`config.mk`:
```
export PLATFORM = sky130hd
export DESIGN_NAME = gcd_initiator
export DESIGN_NICKNAME = d
export VERILOG_FILES = /design/src/rtl/gcd_pkg.sv /design/src/rtl/gcd_req_fifo.sv /design/src/rtl/gcd_initiator.sv
export SDC_FILE = /design/constraint.sdc
export NUM_CORES = 1
export LEC_CHECK = 0
export BUFFER_PORTS_ARGS = -buffer_cell sky130_fd_sc_hd__buf_2
export CORE_MARGIN = 8
export CORE_UTILIZATION = 62
export CTS_CLUSTER_DIAMETER = 80
export DETAILED_ROUTE_END_ITERATION = 12
export PLACE_DENSITY = 0.84
export SLEW_MARGIN = 25
export SYNTH_ARGS = -nofsm -noshare
export SYNTH_HDL_FRONTEND = slang
export SYNTH_SLANG_ARGS = --single-unit
```
`constraint.sdc`:
```
create_clock -name clk -period 5.75 [get_ports clk]
set_input_delay 0.2875 -clock clk [delete_from_list [all_inputs] [get_ports clk]]
set_output_delay 0.2875 -clock clk [all_outputs]
set_load 0.01 [all_outputs]
```
`src/rtl/gcd_pkg.sv`:
```
// Shared definitions for the GCD requester: FSM encoding, default sizing and
// a counter-width helper.
package gcd_pkg;

    localparam int GCD_W_DEF       = 4;
    localparam int GCD_DEPTH_DEF   = 4;
    localparam int GCD_TIMEOUT_DEF = 64;
    localparam int GCD_GUARD_DEF   = 2;

    typedef enum logic [2:0] {
        IDLE    = 3'd0,
        ISSUE   = 3'd1,
        GUARD_W = 3'd2,
        WAIT    = 3'd3,
        HOLD    = 3'd4
    } gcd_state_e;

    // Bits needed for a counter that must be able to hold the value n.
    function automatic int cnt_width(input int n);
        return (n < 1) ? 1 : $clog2(n + 1);
    endfunction

endpackage

```
`src/rtl/gcd_req_fifo.sv`:
```
// Show-ahead synchronous FIFO holding {A,B} operand pairs; DEPTH must be a power of 2.
module gcd_req_fifo
    import gcd_pkg::*;
#(
    parameter int DW    = 2 * GCD_W_DEF,
    parameter int DEPTH = GCD_DEPTH_DEF
) (
    input  logic          clk,
    input  logic          reset,
    input  logic          push_i,
    input  logic [DW-1:0] push_data_i,
    input  logic          pop_i,
    output logic [DW-1:0] pop_data_o,
    output logic          full_o,
    output logic          empty_o
);

    localparam int AW = (DEPTH < 2) ? 1 : $clog2(DEPTH);

    logic [DW-1:0] mem_q [DEPTH];
    logic [AW-1:0] wr_ptr_q;
    logic [AW-1:0] rd_ptr_q;
    logic [AW:0]   count_q;
    logic          do_push;
    logic          do_pop;

    assign do_push = push_i && !full_o;
    assign do_pop  = pop_i && !empty_o;

    generate
        for (genvar gi = 0; gi < DEPTH; gi++) begin : g_entry
            always_ff @(posedge clk) begin
                if (do_push && (wr_ptr_q == AW'(gi))) begin
                    mem_q[gi] <= push_data_i;
                end
            end
        end
    endgenerate

    // Power-of-2 depth lets the pointers wrap by plain overflow.
    always_ff @(posedge clk) begin
        if (reset) begin
            wr_ptr_q <= '0;
            rd_ptr_q <= '0;
            count_q  <= '0;
        end else begin
            if (do_push) begin
                wr_ptr_q <= wr_ptr_q + AW'(1);
            end
            if (do_pop) begin
                rd_ptr_q <= rd_ptr_q + AW'(1);
            end
            if (do_push && !do_pop) begin
                count_q <= count_q + (AW+1)'(1);
            end else if (do_pop && !do_push) begin
                count_q <= count_q - (AW+1)'(1);
            end
        end
    end

    assign pop_data_o = mem_q[rd_ptr_q];
    assign full_o     = (count_q == (AW+1)'(DEPTH));
    assign empty_o    = (count_q == '0);

endmodule

```
`src/rtl/gcd_initiator.sv`:
```
// Requester side of the GCD start/done handshake: buffers operand pairs, runs
// them one at a time through the engine, returns results in order. Optional
// counters under GCD_INIT_STATS_EN.
module gcd_initiator
    import gcd_pkg::*;
#(
    parameter int W       = GCD_W_DEF,
    parameter int DEPTH   = GCD_DEPTH_DEF,
    parameter int TIMEOUT = GCD_TIMEOUT_DEF,
    parameter int GUARD   = GCD_GUARD_DEF
) (
    input  logic         clk,
    input  logic         reset,
    input  logic         req_valid,
    input  logic [W-1:0] req_a,
    input  logic [W-1:0] req_b,
    output logic         req_ready,
    output logic [W-1:0] gcd_a,
    output logic [W-1:0] gcd_b,
    output logic         gcd_start,
    input  logic         gcd_done,
    input  logic [W-1:0] gcd_result,
    output logic         res_valid,
    output logic [W-1:0] res_data,
    output logic         res_err,
    input  logic         res_ready
`ifdef GCD_INIT_STATS_EN
    ,
    output logic [7:0]   op_count,
    output logic [3:0]   to_count
`endif
);

    localparam int TW = cnt_width(TIMEOUT);

    gcd_state_e   state_q, state_d;
    logic [W-1:0] gcd_a_q, gcd_a_d;
    logic [W-1:0] gcd_b_q, gcd_b_d;
    logic [W-1:0] res_data_q, res_data_d;
    logic         res_err_q, res_err_d;
    logic [TW-1:0] tmo_q, tmo_d;

    logic [2*W-1:0] fifo_head;
    logic [W-1:0]   head_a;
    logic [W-1:0]   head_b;
    logic           fifo_pop;
    logic           fifo_full;
    logic           fifo_empty;

    gcd_req_fifo #(
        .DW    (2 * W),
        .DEPTH (DEPTH)
    ) u_fifo (
        .clk         (clk),
        .reset       (reset),
        .push_i      (req_valid && req_ready),
        .push_data_i ({req_a, req_b}),
        .pop_i       (fifo_pop),
        .pop_data_o  (fifo_head),
        .full_o      (fifo_full),
        .empty_o     (fifo_empty)
    );

    assign head_a = fifo_head[2*W-1:W];
    assign head_b = fifo_head[W-1:0];

    always_comb begin
        state_d    = state_q;
        gcd_a_d    = gcd_a_q;
        gcd_b_d    = gcd_b_q;
        res_data_d = res_data_q;
        res_err_d  = res_err_q;
        tmo_d      = tmo_q;
        fifo_pop   = 1'b0;
        case (state_q)
            IDLE: begin
                if (!fifo_empty) begin
                    fifo_pop = 1'b1;
                    if (head_a == '0) begin
                        res_data_d = head_b;
                        res_err_d  = 1'b0;
                        state_d    = HOLD;
                    end else if (head_b == '0) begin
                        res_data_d = head_a;
                        res_err_d  = 1'b0;
                        state_d    = HOLD;
                    end else begin
                        gcd_a_d = head_a;
                        gcd_b_d = head_b;
                        tmo_d   = '0;
                        state_d = ISSUE;
                    end
                end
            end
            ISSUE: begin
                tmo_d   = tmo_q + TW'(1);
                state_d = (GUARD == 0) ? WAIT : GUARD_W;
            end
            GUARD_W: begin
                // The same counter times the guard window: ISSUE is count 0.
                tmo_d = tmo_q + TW'(1);
                if (tmo_q >= TW'(GUARD)) begin
                    state_d = WAIT;
                end
            end
            WAIT: begin
                tmo_d = tmo_q + TW'(1);
                if (gcd_done) begin
                    res_data_d = gcd_result;
                    res_err_d  = 1'b0;
                    state_d    = HOLD;
                end else if (tmo_q == TW'(TIMEOUT - 1)) begin
                    res_data_d = '0;
                    res_err_d  = 1'b1;
                    state_d    = HOLD;
                end
            end
            HOLD: begin
                if (res_ready) begin
                    state_d = IDLE;
                end
            end
            default: state_d = IDLE;
        endcase
    end

    always_ff @(posedge clk) begin
        if (reset) begin
            state_q    <= IDLE;
            gcd_a_q    <= '0;
            gcd_b_q    <= '0;
            res_data_q <= '0;
            res_err_q  <= 1'b0;
            tmo_q      <= '0;
        end else begin
            state_q    <= state_d;
            gcd_a_q    <= gcd_a_d;
            gcd_b_q    <= gcd_b_d;
            res_data_q <= res_data_d;
            res_err_q  <= res_err_d;
            tmo_q      <= tmo_d;
        end
    end

    assign req_ready = !fifo_full;
    assign gcd_a     = gcd_a_q;
    assign gcd_b     = gcd_b_q;
    assign gcd_start = (state_q == ISSUE);
    assign res_valid = (state_q == HOLD);
    assign res_data  = res_data_q;
    assign res_err   = res_err_q;

`ifdef GCD_INIT_STATS_EN
    logic [7:0] op_count_q;
    logic [3:0] to_count_q;
    logic       timeout_evt;

    assign timeout_evt = (state_q == WAIT) && !gcd_done && (tmo_q == TW'(TIMEOUT - 1));

    always_ff @(posedge clk) begin
        if (reset) begin
            op_count_q <= '0;
            to_count_q <= '0;
        end else begin
            if (res_valid && res_ready && (op_count_q != 8'hFF)) begin
                op_count_q <= op_count_q + 8'd1;
            end
            if (timeout_evt && (to_count_q != 4'hF)) begin
                to_count_q <= to_count_q + 4'd1;
            end
        end
    end

    assign op_count = op_count_q;
    assign to_count = to_count_q;
`endif

endmodule
```
==> results_dict.tcl <==
set metrics [dict create \
    period_share 0.444 \
    multi_input_area_um2 1150 \
    synth_top_area_share 0.340 \
    rows 24 \
    fillers 274 \
    netlist_instances 230 \
    tightest_slew_ns 0.639 \
    grt_start_max_net_pins 37 \
    path_class "flip-flop to flip-flop" \
    numClockSinks 64 \
    synth_area_per_cell_um2 12.3 \
    sw_frac_of_total 0.342 \
    post-cts-setup-buffer-count 0 \
    rrSetupSlack_ns 3.19 \
    ctsHoldBuffers 0 \
    grt_usage 0.161 \
    required_ns 5.97 \
    ys.flop_type "edfxtp_1" \
    post_drt_wl_per_cell_um 16.9 \
    grt-ovfl-total 0 \
    final_nets 286 \
    setup_tns_ns 0 \
    root_buffer "clkbuf_8" \
    async_flop_share 0 \
    dr.first_iter.drc_count 129 \
    cts_buffer_depth 2 \
    cts-resized-gates 0 \
    synth_fp_nets 255 \
    seq_power_share 0.428 \
    finalClockSkew_ns 0.0112 \
    clk_latency_ns 0.34 \
    htree_levels 3 \
    netlist_area_um2 2820 \
    critical_path.startpoint_type "flip-flop" \
    synth.distinct_cells 39 \
    clk_pin_slew_ns 0.07 \
    finalSetupViolCount 0 \
    pin_count 33 \
    dp_hpwl_mm 3.79 \
    firstDrtPassIters 4 \
    finalWorstSetupSlack_ns 3.19 \
    irDropWorstVdd_uv 270 \
    period_needed_ns 2.56 \
    syn_to_final_growth_pct 13.0 \
    maxCapViolations 0 \
    maxSlewViolCount 0 \
    p_clk_frac 0.260 \
    power_density_nw_per_um2 458 \
    drc 0 \
    hold_class "primary input to flip-flop" \
    portBuffers 32 \
    routed_via_density 5.84 \
    ys_warn_count 0 \
    cts_tree "built" \
    grt_pass1_wl_mm 8.91 \
    p_comb_frac 0.312 \
    start_util 0.644 \
    rsz0062_at_grt "false" \
    die_area_um2 6970 \
    die_w_um 83.5 \
    ys_top_cells_by_area "edfxtp_1, dfxtp_1, mux4_1" \
    num_antenna_cells 0 \
    synth_edf_count 32 \
    vias 1857 \
    dp.cells 302 \
    first_global_vias 1894 \
    ant_nets 0 \
    relSlewSlack 0.574 \
    routed_wl_mm 5.39 \
    fmax_mhz 391 \
    gp_congestion 0.784 \
    end_kind "flip-flop" \
    seq_area_frac_synth 0.567 \
    dpl_worst_slack_ns 3.22 \
    cts_made_buffers 9 \
    synth.largest_area_cell "edfxtp_1" \
    power_w 0.00146 \
    leakagePower_nw 1.21 \
    hold_violations 0 \
    cp-endpoint "res_data[2]" \
    reg2reg_to "res_data[2]" \
    fp.dieH_um 83.5 \
    final_cells 318 \
    seqCellArea_um2 1600 \
    outcome "completed" \
    ff2ff_path_depth 5 \
    drive_above_1_share 0.222 \
    switching_power_w 0.000500 \
    worst_ep_arrival_time_ns 2.78 \
    core_area_um2 4380 \
    ys_ff_latch 64 \
    intPower_w 0.000963 \
    antenna_found_initial 0 \
    crit_path_max_fanout 8 \
]
-- cells in the mapped netlist, types with 6 or more instances --
master / instances
edfxtp_1: 32
nor2_1: 21
nand3_1: 11
clkbuf_1: 11
nand2_1: 10
nor3_1: 6
ha_1: 7
mux2i_1: 10
o21ai_0: 14
dfxtp_1: 32
a21oi_1: 11
-- cells in the final DEF (no fill, tap or decap), types with 5 or more instances in the layout --
cell and count:
dfxtp_1 32, buf_2 32, edfxtp_1 32, nor2_1 21
o21ai_0 14, a21oi_1 11, nand3_1 11, nand2_1 10
mux2i_1 10, clkbuf_8 9, ha_1 7, nor3_1 6
inv_1 5, mux4_1 5
-- critical path, cell delays in order, from the launching register on --
cell     delay [ns]
dfxtp_1        0.61
mux4_2         0.63
nor4_4         0.53
nor2_2         0.12
o21a_4         0.25
mux2_1         0.32
-- sequential cells by signal, indices dropped and copies added (netlist names), named ones only --
signal	flops
res_err	1
gcd_a	4
u_fifo.mem_q	32
u_fifo.count_q	3
u_fifo.rd_ptr_q	2
gcd_b	4
res_data	4
state_q	3
u_fifo.wr_ptr_q	2
tmo_q	7
-- layout make-up --
cell class,count,area share
clock inverter,7,0.0224
inverter,5,0.00588
sequential,64,0.502
timing repair buffer,32,0.0502
tap,52,0.0204
clock buffer,9,0.0388
multi-input combinational,149,0.360
-- power groups by stage --
stage	clock network, W	registers [W]	logic (W)
2_1_floorplan	0	0.000621	0.000350
6_report	0.000381	0.000626	0.000456
3_5_place_dp	0	0.000635	0.000453
5_1_grt	0.000408	0.000636	0.000501
4_1_cts	0.000388	0.000626	0.000458
3_3_place_gp	0	0.000632	0.000437
-- cell families after synthesis --
family	Yosys count	synth area share
simple gates	75	0.147
flops	64	0.567
compound gates	38	0.0811
mux	23	0.126
buf+inv	17	0.0253
fa+ha+maj	8	0.0381
xor+xnor	5	0.0155
-- through the flow --
stage               area [µm²]  utilization  hold slack [ns]
floorplan                 2820            -            0.386
global placement          3000        0.683            0.483
detailed placement        3000        0.683            0.489
CTS                       3190        0.728            0.144
global route              3190        0.728            0.141
finish                    3190        0.728            0.166
-- worst min path at each step --
| stage | startpoint | endpoint | slack (ns) | cells past startpoint |
|---|---|---|---|---|
| 3_5_place_dp | gcd_a[0] | gcd_a[0] | 0.49 | 2 |
| 2_1_floorplan | req_b[0] | u_fifo.mem_q[0][0] | 0.39 | 0 |
| 6_report | req_a[2] | u_fifo.mem_q[0][6] | 0.17 | 1 |
| 5_1_grt | req_a[2] | u_fifo.mem_q[3][6] | 0.14 | 1 |
| 4_1_cts | req_a[2] | u_fifo.mem_q[2][6] | 0.14 | 1 |
| 3_3_place_gp | gcd_b[3] | gcd_b[3] | 0.48 | 2 |
-- metal layers --
| layer | up-vias | routed length, µm | GRT usage |
|---|---|---|---|
| met4 | 0 | 74 | 0.0863 |
| met1 | 879 | 2390 | 0.185 |
| met3 | 7 | 385 | 0.0654 |
| met2 | 57 | 2540 | 0.250 |
| met5 | - | 0 | 0 |
| li1 | 914 | - | - |
No activity file was read; power rests on OpenSTA's default activity.
